$ cat src/rtl/if_fetch_unit_pkg.sv
// Shared defines and package for the IF fetch unit: bus width, reset/stop levels,
// NOP word, FSM state encoding and stall-vector bit positions.
`ifndef IF_FETCH_UNIT_DEFINES
`define IF_FETCH_UNIT_DEFINES
`define RegBus    31:0
`define ZeroWord  32'h0000_0000
`define RstEnable 1'b1
`define Stop      1'b1
`define NopInst   32'h0000_0013
`endif

package if_fetch_unit_pkg;
    localparam logic [2:0] S_IDLE    = 3'd0;
    localparam logic [2:0] S_REQ     = 3'd1;
    localparam logic [2:0] S_WAIT    = 3'd2;
    localparam logic [2:0] S_HOLD    = 3'd3;
    localparam logic [2:0] S_DISCARD = 3'd4;

    localparam int STALL_PC   = 0;
    localparam int STALL_IFID = 1;
    localparam int STALL_ID   = 2;
    localparam int STALL_EX   = 3;
    localparam int STALL_MEM  = 4;
    localparam int STALL_WB   = 5;
endpackage

$ cat src/rtl/if_fetch_unit_next_pc.sv
// Redirect priority (flush over branch), pending-redirect select and sequential PC.
module if_next_pc (
    input  logic [`RegBus] fetch_pc,
    input  logic           flush,
    input  logic [`RegBus] new_pc,
    input  logic           branch_flag,
    input  logic [`RegBus] branch_target,
    input  logic           pending_vld,
    input  logic [`RegBus] pending_pc,
    output logic           redir,
    output logic [`RegBus] redir_pc,
    output logic           tgt_vld,
    output logic [`RegBus] tgt_pc,
    output logic [`RegBus] seq_pc
);
    assign redir    = flush | branch_flag;
    assign redir_pc = flush ? new_pc : branch_target;
    // A redirect arriving this cycle supersedes one already latched.
    assign tgt_vld  = redir | pending_vld;
    assign tgt_pc   = redir ? redir_pc : pending_pc;
    assign seq_pc   = fetch_pc + 32'd4;
endmodule

$ cat src/rtl/if_fetch_unit.sv
// IF-stage PC generator and single-outstanding instruction-bus master.
// Optional IFETCH_MISALIGN_CHK_EN: misaligned redirect targets are reported instead of fetched.
//
//   state     | meaning
//   S_IDLE    | after reset (or parked on misaligned target until flush)
//   S_REQ     | ibus_req_o high at fetch_pc, waiting for gnt
//   S_WAIT    | granted, waiting for rvalid to deliver
//   S_HOLD    | delivered word re-presented while IF/ID is stalled
//   S_DISCARD | granted fetch made stale by a redirect; drop its rvalid
module if_fetch_unit
    import if_fetch_unit_pkg::*;
#(
    parameter logic [31:0] RESET_PC = 32'h0000_0000,
    parameter logic [31:0] NOP_INST = `NopInst
) (
    input  logic           clk,
    input  logic           rst,
    input  logic [5:0]     stall_i,
    input  logic           flush_i,
    input  logic [`RegBus] new_pc_i,
    input  logic           branch_flag_i,
    input  logic [`RegBus] branch_target_i,
    output logic           ibus_req_o,
    output logic [`RegBus] ibus_addr_o,
    input  logic           ibus_gnt_i,
    input  logic           ibus_rvalid_i,
    input  logic [`RegBus] ibus_rdata_i,
    output logic [`RegBus] if_pc_o,
    output logic [`RegBus] if_inst_o,
    output logic           if_valid_o,
`ifdef IFETCH_MISALIGN_CHK_EN
    output logic           if_misalign_o,
`endif
    output logic           stallreq_o
);
    logic [2:0]     state;
    logic [`RegBus] fetch_pc;
    logic [`RegBus] pending_pc;
    logic           pending_vld;
    logic           pc_adv;
    logic           redir;
    logic [`RegBus] redir_pc;
    logic           tgt_vld;
    logic [`RegBus] tgt_pc;
    logic [`RegBus] seq_pc;
    logic           busy;
    logic           unused_stall;

    if_next_pc u_next_pc (
        .fetch_pc      (fetch_pc),
        .flush         (flush_i),
        .new_pc        (new_pc_i),
        .branch_flag   (branch_flag_i),
        .branch_target (branch_target_i),
        .pending_vld   (pending_vld),
        .pending_pc    (pending_pc),
        .redir         (redir),
        .redir_pc      (redir_pc),
        .tgt_vld       (tgt_vld),
        .tgt_pc        (tgt_pc),
        .seq_pc        (seq_pc)
    );

    assign unused_stall = ^{stall_i[STALL_ID], stall_i[STALL_EX],
                            stall_i[STALL_MEM], stall_i[STALL_WB]};

`ifdef IFETCH_MISALIGN_CHK_EN
    logic addr_bad;
    logic halted;
    logic misalign_q;
    assign addr_bad      = (fetch_pc[1:0] != 2'b00);
    assign ibus_req_o    = (state == S_REQ) && !addr_bad;
    assign ibus_addr_o   = fetch_pc;
    assign if_misalign_o = misalign_q;
`else
    assign ibus_req_o    = (state == S_REQ);
    assign ibus_addr_o   = {fetch_pc[31:2], 2'b00};
`endif

    assign busy       = (state == S_REQ) || (state == S_WAIT) || (state == S_DISCARD);
    assign stallreq_o = (busy && !((state == S_WAIT) && ibus_rvalid_i && !tgt_vld)) ? `Stop : !`Stop;

    always_ff @(posedge clk or posedge rst) begin
        if (rst == `RstEnable) begin
            state       <= S_IDLE;
            fetch_pc    <= RESET_PC;
            pending_pc  <= RESET_PC;
            pending_vld <= 1'b0;
            pc_adv      <= 1'b0;
            if_pc_o     <= `ZeroWord;
            if_inst_o   <= NOP_INST;
            if_valid_o  <= 1'b0;
`ifdef IFETCH_MISALIGN_CHK_EN
            halted      <= 1'b0;
            misalign_q  <= 1'b0;
`endif
        end else begin
            if_valid_o <= 1'b0;
            if_inst_o  <= NOP_INST;
`ifdef IFETCH_MISALIGN_CHK_EN
            misalign_q <= 1'b0;
`endif
            if (redir) begin
                pending_pc  <= redir_pc;
                pending_vld <= 1'b1;
            end
            case (state)
                S_IDLE: begin
`ifdef IFETCH_MISALIGN_CHK_EN
                    if (halted) begin
                        if (flush_i) begin
                            halted      <= 1'b0;
                            fetch_pc    <= new_pc_i;
                            pending_vld <= 1'b0;
                            state       <= S_REQ;
                        end
                    end else
`endif
                    begin
                        state <= S_REQ;
                        if (tgt_vld) begin
                            fetch_pc    <= tgt_pc;
                            pending_vld <= 1'b0;
                        end
                    end
                end
                S_REQ: begin
`ifdef IFETCH_MISALIGN_CHK_EN
                    if (addr_bad) begin
                        if_valid_o  <= 1'b1;
                        if_pc_o     <= fetch_pc;
                        misalign_q  <= 1'b1;
                        halted      <= 1'b1;
                        pending_vld <= 1'b0;
                        state       <= S_IDLE;
                    end else
`endif
                    if (ibus_gnt_i) begin
                        state <= tgt_vld ? S_DISCARD : S_WAIT;
                    end
                end
                S_WAIT: begin
                    if (ibus_rvalid_i) begin
                        if (tgt_vld) begin
                            fetch_pc    <= tgt_pc;
                            pending_vld <= 1'b0;
                            state       <= S_REQ;
                        end else begin
                            if_valid_o <= 1'b1;
                            if_pc_o    <= fetch_pc;
                            if_inst_o  <= ibus_rdata_i;
                            pc_adv     <= !stall_i[STALL_PC];
                            if (!stall_i[STALL_PC]) fetch_pc <= seq_pc;
                            state <= stall_i[STALL_IFID] ? S_HOLD : S_REQ;
                        end
                    end else if (tgt_vld) begin
                        state <= S_DISCARD;
                    end
                end
                S_HOLD: begin
                    if (tgt_vld) begin
                        fetch_pc    <= tgt_pc;
                        pending_vld <= 1'b0;
                        state       <= S_REQ;
                    end else begin
                        // PC hold may release before the IF/ID hold; advance exactly once.
                        if (!pc_adv && !stall_i[STALL_PC]) begin
                            fetch_pc <= seq_pc;
                            pc_adv   <= 1'b1;
                        end
                        if (stall_i[STALL_IFID]) begin
                            if_valid_o <= 1'b1;
                            if_inst_o  <= if_inst_o;
                        end else begin
                            state <= S_REQ;
                        end
                    end
                end
                S_DISCARD: begin
                    if (ibus_rvalid_i) begin
                        fetch_pc    <= tgt_pc;
                        pending_vld <= 1'b0;
                        state       <= S_REQ;
                    end
                end
                default: state <= S_IDLE;
            endcase
        end
    end
endmodule
$ cat config.mk
export PLATFORM = sky130hd
export DESIGN_NAME = if_fetch_unit
export DESIGN_NICKNAME = d
export VERILOG_FILES = /design/src/rtl/if_fetch_unit_pkg.sv /design/src/rtl/if_fetch_unit_next_pc.sv /design/src/rtl/if_fetch_unit.sv
export SDC_FILE = /design/constraint.sdc
export NUM_CORES = 1
export LEC_CHECK = 0
export BUFFER_PORTS_ARGS = -buffer_cell sky130_fd_sc_hd__clkbuf_2
export CORE_AREA = 2 2 157 144
export CTS_BUF_LIST = sky130_fd_sc_hd__clkbuf_16
export DETAILED_ROUTE_END_ITERATION = 7
export DIE_AREA = 0 0 159 146
export HOLD_SLACK_MARGIN = 0.15
export PLACE_DENSITY = 0.49
export SKIP_CTS_REPAIR_TIMING = 1
export SLEW_MARGIN = 20
export SYNTH_ARGS = -nofsm -noshare
export SYNTH_HDL_FRONTEND = slang
export SYNTH_SLANG_ARGS = --single-unit
$ cat constraint.sdc
create_clock -name clk -period 4.8 [get_ports clk]
set_input_delay 0.48 -clock clk [delete_from_list [all_inputs] [get_ports clk]]
set_output_delay 0.48 -clock clk [all_outputs]
set_load 0.05 [all_outputs]
# Yosys cells after proc, flatten, opt, wreduce, memory -nomap -nowiden
# Index checks and enable logic that the tools add are counted.
# totals
ff_bits	134
in_bits	108
output_inout_bits	99
word_cells	86
# op_classes
addsub	1
n_eq_ne	15
n_mux	41
bitwise_logic	3
n_reduce_logical	18
# ops
cell	n
two-way mux 32 bit	13
one-hot mux 32 bit (4 select lines)	1
one-hot mux 32 bit (2 select lines)	1
adder 32 x 3 -> 32 bit (second input constant)	1
two-way mux 3 bit	7
one-hot mux 3 bit (5 select lines)	1
two-way mux 1 bit	13
inequality test 2 bit (second input constant)	6
inequality test 3 bit (second input constant)	4
== test 3 x 2 -> 1 bit (second input constant)	2
AND reduction 6 bit	1
AND reduction 5 bit	1
logical AND 1 bit	4
logical NOT 1 bit	4
two-way mux 2 bit	2
one-hot mux 1 bit (2 select lines)	2
AND reduction 4 bit	1
nonzero test 4 bit	1
== test 3 x 1 -> 1 bit (second input constant)	1
== test 3 bit (second input constant)	1
logical NOT 3 bit	1
one-hot mux 1 bit (3 select lines)	1
AND reduction 3 bit	1
logical OR 1 bit	2
5 further kinds	6

# Longest topological paths before layout
# Gate-level depths: netlist of run 1.
# logic_depth
ltp_word	7
mapped_depth	10
mapped_depth_nobuf	6

# Hierarchy
# A second synthesis of run 1 with hierarchy kept.
# hier_totals
cells_unflattened	619
area_unflattened_um2	7196.9
# by_module_without_submodules
module	n_inst	cells_per_inst	area_per_inst_um2	seq_area_each_um2
if_fetch_unit	1	462	5844.4	3357.0
if_next_pc	1	157	1352.5	0.0

# Worst setup path after synthesis of run 1
# No wires, ideal clock.
# synth_timing
kind	register -> output
from	register state[1]
to	output port stallreq_o
t_arrival_ps	2043
required_time_ps	4320
slack_ps	2277
stages_incl_launch_ff	8
n_path_buf	4
cell_sequence	dfrtp_1 -> buf_2 -> nor2b_1 -> buf_2 -> and3_1 -> clkbuf_1 -> clkbuf_1 -> a21oi_1
# synth_via
elab_chain_cells	6
elab_cells_between_ends	10
classes_between	3 x eq/ne; 1 x mux; 6 x reduce/logical
# synth_rtl
item	line	rtl
start, declared	if_fetch_unit.sv:36	logic [2:0] state;
start signal, assigned	if_fetch_unit.sv:139	state <= tgt_vld ? S_DISCARD : S_WAIT;
start signal, assigned	if_fetch_unit.sv:154	state <= stall_i[STALL_IFID] ? S_HOLD : S_REQ;
== test 3 x 2 -> 1 bit	if_fetch_unit.sv:80, if_fetch_unit.sv:81	
logical AND 1 bit (2 in series)	if_fetch_unit.sv:81	assign stallreq_o = (busy && !((state == S_WAIT) && ibus_rvalid_i && !tgt_vld)) ? `Stop : !`Stop;
logical NOT 1 bit	if_fetch_unit.sv:81	
logical AND 1 bit *	if_fetch_unit.sv:81	
two-way mux 1 bit (no source line) *	--	
end, declared	if_fetch_unit.sv:34	output logic stallreq_o
# Every way passes the cells marked *; elsewhere a longest branch is shown, timed or not.

# Worst setup path in the final report of run 1
# Ends and elaborated chain as after synthesis.

==> results of run 1 <==
## stage by stage
stage | hold slack [ps] | instances | utilization [%] | setup WS [ps]
floorplan | 434.8 | 656 | - | 742.2
global placement | 460.2 | 1080 | 34.50 | 1974
detailed placement | 463.8 | 1080 | 34.50 | 1958
CTS | 263.7 | 1109 | 37.22 | 1873
global route | 266.0 | 1111 | 37.40 | 1692
finish | 282.3 | 1111 | 37.40 | 1899
## placed cells by master (no fill, tap or decap), types with 3 or more instances in the layout
cell type,netlist,final
clkbuf_2,0,200
nand2_1,154,154
dfrtp_1,131,131
o21ai_0,43,43
a21oi_1,40,40
mux2i_1,33,33
a22o_1,30,30
nor2_1,18,18
clkbuf_16,0,17
nand3_1,13,13
o21ai_1,11,11
buf_4,33,10
o22ai_1,9,9
o22a_1,9,9
nand4_1,7,7
and3_1,7,6
inv_1,6,5
a31oi_1,5,5
nor2b_1,4,4
a2bb2oi_1,4,4
clkinv_4,0,4
nand2b_1,3,3
a22oi_1,3,3
bufinv_16,0,3
dfstp_2,3,3
## state kept, by name (all words and copies together), names as in the netlist
signal       count
pending_vld      1
if_valid_o       1
fetch_pc        32
state            3
pending_pc      32
if_inst_o       32
pc_adv           1
if_pc_o         32
## cell type report
cell class | instances | area [um2]
sequential | 134 | 3357
fill | 2213 | 13420
clock buffer | 17 | 425.4
clock inverter | 12 | 157.7
inverter | 6 | 27.53
tap | 291 | 364.1
multi-input combinational | 439 | 2572
timing repair buffer | 212 | 1114
## cell families after synthesis
group           Yosys count
simple gates            224
compound gates          177
flops                   134
buf+inv                  83
mux                      35
fa+ha+maj                 1
other cells               1
## power by group through the flow
stage / clock, mW / combinational, mW / sequential [mW]
CTS: 1.36 / 1.66 / 1.69
global route: 1.42 / 1.77 / 1.73
detailed placement: 0 / 1.65 / 1.70
floorplan: 0 / 1.31 / 1.73
global placement: 0 / 1.65 / 1.71
finish: 1.33 / 1.65 / 1.68
## path summary, 6_finish.rpt
check	startpoint	to	slack, ps	cells after the start
worst max-delay path	state[1]$_DFFE_PP0P_	stallreq_o	1900	4
worst min-delay path	ibus_rdata_i[13]	if_inst_o[13]$_DFFE_PP0N_	280	2
worst max register to register	state[1]$_DFFE_PP0P_	if_pc_o[4]$_DFFE_PP0P_	2030	6
worst min register to register	if_pc_o[8]$_DFFE_PP0P_	if_pc_o[8]$_DFFE_PP0P_	480	2
max in group asynchronous	rst	fetch_pc[29]$_DFFE_PP0P_	3510	4
min in group asynchronous	rst	if_inst_o[11]$_DFFE_PP0N_	570	3
## layer usage
metal / global-route usage [%] / share of wire, % / up-vias / wire length (um)
met2: 22.37 / 42 / 157 / 7795
met1: 24.42 / 51 / 2526 / 9611
met3: 5.101 / 6.5 / 10 / 1210
met5: 0 / 0 / - / 0
met4: 3.682 / 0.70 / 0 / 132
li1: - / - / 2575 / -
==> flow_summary.json, run 1 <==
{
  "outcome": "completed",
  "cp_num_buf_inv": 1,
  "synth_xor_area_share_pct": 0,
  "wl_per_cell_um": 16.88,
  "syn_area_um2": 6381,
  "layout-drive-gt1-share_pct": 31.83,
  "clk_pin_slew_ps": 60,
  "drtIter0Drc": 428,
  "synth-simple-area-share_pct": 15.65,
  "synth_warnings": 0,
  "rsz0062_at_grt": "false",
  "synth-adder-area-share_pct": 0.1961,
  "slew_headroom_pct": 47.12,
  "place_area_um2": 7397,
  "synth.mux.area_fraction_pct": 5.529,
  "p_int_mw": 2.615,
  "switchingPower_mw": 2.038,
  "wl_um": 18750,
  "htreeDepth": 4,
  "ir_drop_uv": 270.4,
  "drcViolationCount": 0,
  "path_class": "reg2out",
  "post-route-period-util_pct": 60.43,
  "clock_skew_ps": 15.50,
  "start_util_pct": 29.76,
  "slew_viol_final": 0,
  "io_pins": 207,
  "grt_start_max_net_pins": 104,
  "cts_buffers": 17,
  "nNetsFinal": 919,
  "area.growth.synth_to_final_pct": 25.65,
  "num_vias": 5268,
  "fp.dieArea_um2": 23210,
  "synthTopCellsByArea": "dfrtp_1 51%, nand2_1 9.1%, mux2i_1 5.2%",
  "grt-ovfl-total": 0,
  "p_clk_share_pct": 28.5,
  "grt_pass1_wl_um": 29410,
  "portBuffers": 200,
  "leakage_nw": 4.035,
  "fmax_mhz": 344.7,
  "synth_compound_area_share_pct": 18.69,
  "synth_top_cell_area_share_pct": 51.37,
  "num_antenna_cells": 0,
  "track_usage_pct": 16.19,
  "core_area_um2": 21440,
  "cp_data_required_time_ps": 4320,
  "power.density_nw_per_um2": 580.3,
  "cp.arrival_ps": 2420,
  "crit_family": "simple AND/OR/NAND/NOR gates",
  "final_hold_viol_count": 0,
  "synth_top_family_by_area": "compound AO/OA/AOI/OAI gates",
  "tns_ps": 0,
  "tightest_slew_ps": 787.3,
  "ys_ff_latch": 134,
  "cts_tree": "yes",
  "cts_root_buffer": "clkbuf_16",
  "row_count": 51,
  "async_flop_share_pct": 100.0,
  "slowest_stage": "and3_2",
  "power_mw": 4.653,
  "via_per_inst": 4.742,
  "worstSetupStartpointType": "flip-flop",
  "firstDrtPassIters": 4,
  "synth_cell_types": 59,
  "yosys.area.top_type": "dfrtp_1",
  "crit_path_end_kind": "primary output",
  "synthFlopType": "dfrtp_1",
  "cts_num_sinks": 134,
  "antenna_found_initial": 0,
  "ant_nets": 0,
  "netSwitchingFraction_pct": 43.80,
  "dpl.hpwl_um": 13040,
  "syn_avg_cell_area_um2": 9.742,
  "cts_buffer_depth": 2,
  "ys_seq_area_share_pct": 52.61,
  "seq_power_share_pct": 36.1,
  "die_height_um": 146,
  "fin_area_um2": 8018,
  "hold_class": "in2reg",
  "grt_pass1_vias": 4997,
  "power_frac_comb_pct": 35.4,
  "slowest_delay_ps": 620,
  "gp_congestion": 0.7503,
  "synth_edf_count": 0,
  "synth_most_common_cell": "nand2_1",
  "path_cells": "nor2b_1 -> and3_2 -> a21oi_1 -> clkbuf_2",
  "worst-path-max-fanout": 26,
  "die_w_um": 159,
  "insertion_delay_ps": 430,
  "drv_cap": 0,
  "synthCells": 655,
  "finalSetupViolCount": 0,
  "min_period_ps": 2901,
  "synth_common_cells": "154 x nand2_1, 131 x dfrtp_1, 43 x o21ai_0"
}
Note: power is estimated with default switching activity, not from simulation.
==> run 2: changes to the inputs <==
--- a/config.mk
+++ b/config.mk
@@ -5,11 +5,12 @@
 export SDC_FILE = /design/constraint.sdc
 export NUM_CORES = 1
 export LEC_CHECK = 0
+export ABC_AREA = 1
 export BUFFER_PORTS_ARGS = -buffer_cell sky130_fd_sc_hd__clkbuf_2
-export CORE_AREA = 2 2 157 144
+export CORE_AREA = 2 2 163 149
 export CTS_BUF_LIST = sky130_fd_sc_hd__clkbuf_16
 export DETAILED_ROUTE_END_ITERATION = 7
-export DIE_AREA = 0 0 159 146
+export DIE_AREA = 0 0 165 151
 export HOLD_SLACK_MARGIN = 0.15
 export PLACE_DENSITY = 0.49
 export SKIP_CTS_REPAIR_TIMING = 1
==> constraint.sdc (replaced) <==
create_clock -name clk -period 2.8 [get_ports clk]
set_input_delay 0.28 -clock clk [delete_from_list [all_inputs] [get_ports clk]]
set_output_delay 0.28 -clock clk [all_outputs]
set_load 0.05 [all_outputs]
==> flow_summary.json, run 2 <==
{
  "outcome": "completed",
  "cts_root_buffer": "clkbuf_16",
  "ys_ff_latch": 134,
  "cp.arrival_ps": 1840,
  "io_pins": 207,
  "cts_tree": "yes",
  "leakage_nw": 4.792,
  "fmax_mhz": 470.9,
  "power.density_nw_per_um2": 880.2,
  "synth_warnings": 0,
  "rsz0062_at_grt": "false",
  "drcViolationCount": 0,
  "die_height_um": 151,
  "synth_top_cell_area_share_pct": 47.45,
  "layout-drive-gt1-share_pct": 23.56,
  "portBuffers": 200,
  "slew_viol_final": 0,
  "clk_pin_slew_ps": 60,
  "slowest_stage": "dfrtp_1",
  "drv_cap": 0,
  "wl_um": 22490,
  "grt-ovfl-total": 0,
  "synthTopCellsByArea": "dfrtp_1 47%, nand2_1 20%, nand3_1 5.7%",
  "grt_pass1_wl_um": 33530,
  "final_hold_viol_count": 0,
  "synth_most_common_cell": "nand2_1",
  "synthCells": 929,
  "netSwitchingFraction_pct": 44.95,
  "finalSetupViolCount": 0,
  "async_flop_share_pct": 100.0,
  "use_met3_pct": 5.093,
  "dp.cells": 1379,
  "holdWs_ps": 127.5,
  "fin_cells": 1482,
  "ys_seq_area_share_pct": 48.59,
  "core_area_um2": 23140,
  "clock_skew_ps": 9.640,
  "post-route-period-util_pct": 75.84,
  "met1_usage_pct": 25.04,
  "crit_family": "buffers and inverters",
  "final_cell_mix": "363 x nand2_1, 200 x clkbuf_2, 131 x dfrtp_1",
  "die_w_um": 165,
  "wl_per_cell_um": 15.18,
  "fin_util_pct": 40.35,
  "slowest_delay_ps": 410,
  "yosys.area.top_type": "dfrtp_1",
  "synth_common_cells": "364 x nand2_1, 131 x dfrtp_1, 98 x nor2_1",
  "htreeDepth": 4,
  "setup_slack_ps": 676.5,
  "slew_headroom_pct": 50.27,
  "num_vias": 6638,
  "tightest_slew_ps": 744.4,
  "path_class": "reg2out",
  "seq_power_share_pct": 33.2,
  "start_util_pct": 29.85,
  "syn_area_um2": 6909,
  "hold_class": "in2reg",
  "top_usage_layer": "met2",
  "dpl.hpwl_um": 16820,
  "insertion_delay_ps": 420,
  "worst-path-max-fanout": 6,
  "cts_buffer_depth": 2,
  "crit_path_end_kind": "primary output",
  "min_period_ps": 2123,
  "tns_ps": 0,
  "ant_nets": 0,
  "gp_congestion": 0.8940,
  "synth_edf_count": 0,
  "num_antenna_cells": 0,
  "nNetsFinal": 1276,
  "cts_buffers": 17,
  "drtIter0Drc": 531,
  "antenna_found_initial": 0,
  "ir_drop_uv": 398.1,
  "grt_start_max_net_pins": 64,
  "cp_data_required_time_ps": 2520,
  "grt_pass1_vias": 5962,
  "synthFlopType": "dfrtp_1",
  "final_common_cell": "nand2_1",
  "power_frac_comb_pct": 37.6,
  "via_per_inst": 4.479,
  "area.growth.synth_to_final_pct": 35.17,
  "met2_usage_pct": 27.08,
  "cts_num_sinks": 134,
  "p_int_mw": 4.525,
  "worstSetupStartpointType": "flip-flop",
  "syn_avg_cell_area_um2": 7.437,
  "dpl_worst_slack_ps": 633.3,
  "cp_num_buf_inv": 3,
  "row_count": 53,
  "firstDrtPassIters": 6,
  "path_cells": "inv_2 -> nor2_4 -> nand2_1 -> nor2_1 -> nand2_2 -> inv_1 -> a31oi_1 -> clkbuf_2",
  "track_usage_pct": 17.77,
  "p_clk_share_pct": 29.2,
  "synth_cell_types": 34,
  "fp.dieArea_um2": 24920,
  "switchingPower_mw": 3.695
}
[run 2: changes by cell type in the layout (fill, tap and decap cells not counted), moves of 9 or more]
cell and change:
nand2_1 +209, mux2i_1 -32, nand3_1 +65, o22a_1 -9, inv_1 +64, nor2_2 +9
dlygate4sd3_1 +70, nor2_1 +80, a22o_1 -30, a21oi_1 -35
[run 2: final cells by class]
class / count / area, um2
clock buffer: 17 / 425.4
clock inverter: 15 / 201.4
fill: 2437 / 13800
inverter: 73 / 280.3
multi-input combinational: 658 / 2858
sequential: 134 / 3357
tap: 302 / 377.9
timing repair buffer: 283 / 1839
[run 2: metrics by stage]
stage               power [mW]  area (um2)
finish                   8.220        9339
global route             8.727        9339
CTS                      8.214        8628
detailed placement       5.777        8001
global placement         5.764        8001
floorplan                5.152        6917
[run 2: per-layer routing]
layer / part of all wire [%] / vias up
met5: 0 / -
li1: - / 3346
met4: 0.95 / 0
met2: 44 / 235
met3: 7.7 / 11
met1: 48 / 3046
[run 2: path summary, 6_finish.rpt]
check | depth (start not counted) | endpoint | start | slack [ps]
min reg2reg | 2 | if_inst_o[29]$_DFFE_PP0N_ | if_inst_o[29]$_DFFE_PP0N_ | 480
max in group asynchronous | 4 | fetch_pc[6]$_DFFE_PP0P_ | rst | 1530
min | 3 | pending_pc[23]$_DFF_PP0_ | new_pc_i[23] | 130
max reg2reg | 10 | fetch_pc[16]$_DFFE_PP0P_ | state[2]$_DFFE_PP0P_ | 690
min in group asynchronous | 3 | state[1]$_DFFE_PP0P_ | rst | 540
max | 8 | stallreq_o | state[1]$_DFFE_PP0P_ | 680
[run 2: power by group through the flow]
stage | combinational [mW] | sequential [mW] | clock (mW)
floorplan | 2.36 | 2.79 | 0
global placement | 3.01 | 2.76 | 0
detailed placement | 3.02 | 2.76 | 0
CTS | 3.02 | 2.73 | 2.46
global route | 3.38 | 2.80 | 2.55
finish | 3.09 | 2.73 | 2.40
[run 2: cells by family after synthesis]
group / synth area share (%)
AO/OA/AOI/OAI: 6.302
XOR/XNOR: 0.5072
adder cells (fa/ha/maj): 0.1811
buffers and inverters: 10.14
flip-flops: 48.59
multiplexers: 0.1449
other: 0.05428
AND/OR/NAND/NOR: 34.08
[run 2: worst register-to-register path: stages (launching register included)]
cell and delay, ps:
dfrtp_1 420, inv_1 110, nand2_1 110, nor2_1 160, nand2_1 90, nand2_1 70, nand2_2 110, nand2_4 410
inv_4 260, nand3_1 170, o21ai_1 70
==> run 3: changes to the inputs <==
==> constraint.sdc (replaced) <==
create_clock -name clk -period 2.2 [get_ports clk]
set_input_delay 0.22 -clock clk [delete_from_list [all_inputs] [get_ports clk]]
set_output_delay 0.22 -clock clk [all_outputs]
set_load 0.05 [all_outputs]
==> flow_summary.json, run 3 (same netlist as run 2, synthesis figures left out) <==
{
  "wl_um": 22530,
  "nNetsFinal": 1303,
  "track_usage_pct": 17.85,
  "drtIter0Drc": 471,
  "htreeDepth": 4,
  "final_cell_mix": "363 x nand2_1, 199 x clkbuf_2, 131 x dfrtp_1",
  "num_vias": 6715,
  "ir_drop_uv": 558.8,
  "fp.dieArea_um2": 24920,
  "outcome": "completed",
  "min_period_ps": 2013,
  "io_pins": 207,
  "reg2reg_slack_ps": 330,
  "drv_cap": 0,
  "fin_cells": 1509,
  "die_height_um": 151,
  "multi_input_area_um2": 2858,
  "power.density_nw_per_um2": 1086,
  "via_per_inst": 4.450,
  "r2r-start": "state[0]$_DFFE_PP0P_",
  "place_area_um2": 8069,
  "grt_start_max_net_pins": 68,
  "hold_class": "in2reg",
  "drcViolationCount": 0,
  "tns_ps": 0,
  "gp_congestion": 0.8790,
  "grt-ovfl-total": 0,
  "hold_end": "pending_pc[20]$_DFF_PP0_",
  "grt_pass1_vias": 6063,
  "num_antenna_cells": 0,
  "ant_nets": 0,
  "met1_usage_pct": 25.41,
  "post-route-period-util_pct": 91.49,
  "met2_usage_pct": 27.23,
  "fin_area_um2": 9619,
  "dp.cells": 1383,
  "cts_root_buffer": "clkbuf_16",
  "top_usage_layer": "met2",
  "clock_skew_ps": 13.90,
  "portBuffers": 200,
  "cp.arrival_ps": 1790,
  "die_w_um": 165,
  "cts_buffer_depth": 2,
  "leakage_nw": 4.895,
  "r2r-end": "fetch_pc[16]$_DFFE_PP0P_",
  "insertion_delay_ps": 420,
  "layout-drive-gt1-share_pct": 23.53,
  "core_area_um2": 23140,
  "cts_num_sinks": 134,
  "cts_tree": "yes",
  "worst-path-max-fanout": 5,
  "firstDrtPassIters": 4,
  "path_class": "reg2out",
  "crit_path_end_kind": "primary output",
  "wl_per_cell_um": 14.93,
  "worstSetupStartpointType": "flip-flop",
  "fmax_mhz": 496.8,
  "antenna_found_initial": 0,
  "hold_path_depth": 5,
  "tightest_slew_ps": 652.3,
  "dpl.hpwl_um": 16800,
  "clk_pin_slew_ps": 60,
  "fill_cells": 2352,
  "area.growth.synth_to_final_pct": 39.22,
  "seq_area_um2": 3357,
  "final_hold_viol_count": 0,
  "slew_viol_final": 0,
  "cp_data_required_time_ps": 1980,
  "grt_pass1_wl_um": 33910,
  "slew_headroom_pct": 56.42,
  "rsz0062_at_grt": "false",
  "cts_buffers": 17,
  "finalSetupViolCount": 0,
  "row_count": 53,
  "final_common_cell": "nand2_1",
  "hp-start": "new_pc_i[20]",
  "start_util_pct": 29.85,
  "r2r.worst_path.cells": 9,
  "use_met3_pct": 4.354
}
-- run 3: worst max-delay path by stage --
stage	startpoint	to	slack (ps)	cells after the start
CTS	state[2]$_DFFE_PP0P_	stallreq_o	-60	7
floorplan	state[1]$_DFFE_PP0P_	stallreq_o	190	8
global placement	state[0]$_DFFE_PP0P_	fetch_pc[16]$_DFFE_PP0P_	370	9
detailed placement	state[0]$_DFFE_PP0P_	fetch_pc[16]$_DFFE_PP0P_	360	9
finish	state[1]$_DFFE_PP0P_	stallreq_o	190	8
global route	state[1]$_DFFE_PP0P_	stallreq_o	30	8
-- run 3: critical path, stage by stage (launching register included) --
cell        delay (ps)
dfrtp_1            410
inv_2              100
nor2_4              50
nand2_1            120
nor2_1              70
nand2_2            110
clkinvlp_4         100
a31oi_1            160
clkbuf_4           270
-- run 3: power breakdown --
group          internal [mW]  switching [mW]  total [mW]  leakage [nW]
Clock                   1.78            1.15        2.93         0.279
Sequential              2.91           0.541        3.45          1.74
Combinational           1.06            3.01        4.07          2.87
Total                   5.75            4.70        10.4          4.90
-- run 3: per-layer routing --
metal,wire length [um],share of wire (%),up-vias
li1,-,-,3407
met1,10810,48,3067
met2,9946,44,226
met3,1581,7.0,15
met4,194,0.86,0
met5,0,0,-
-- run 3: area by class of cell --
class,count,area share (%)
tap,302,3.928
clock inverter,15,1.873
multi-input combinational,658,29.71
inverter,73,2.953
sequential,134,34.90
timing repair buffer,310,22.22
clock buffer,17,4.422
-- run 3: through the flow --
stage / setup WS, ps / utilization (%) / hold slack (ps) / total power [mW]
finish: 187.1 / 41.56 / 125.7 / 10.45
global placement: 373.7 / 34.87 / 347.6 / 7.396
global route: 31.92 / 41.56 / 166.9 / 11.11
floorplan: 188.0 / - / 329.6 / 6.557
detailed placement: 358.4 / 34.87 / 347.1 / 7.418
CTS: -62.57 / 37.48 / -108.3 / 10.39
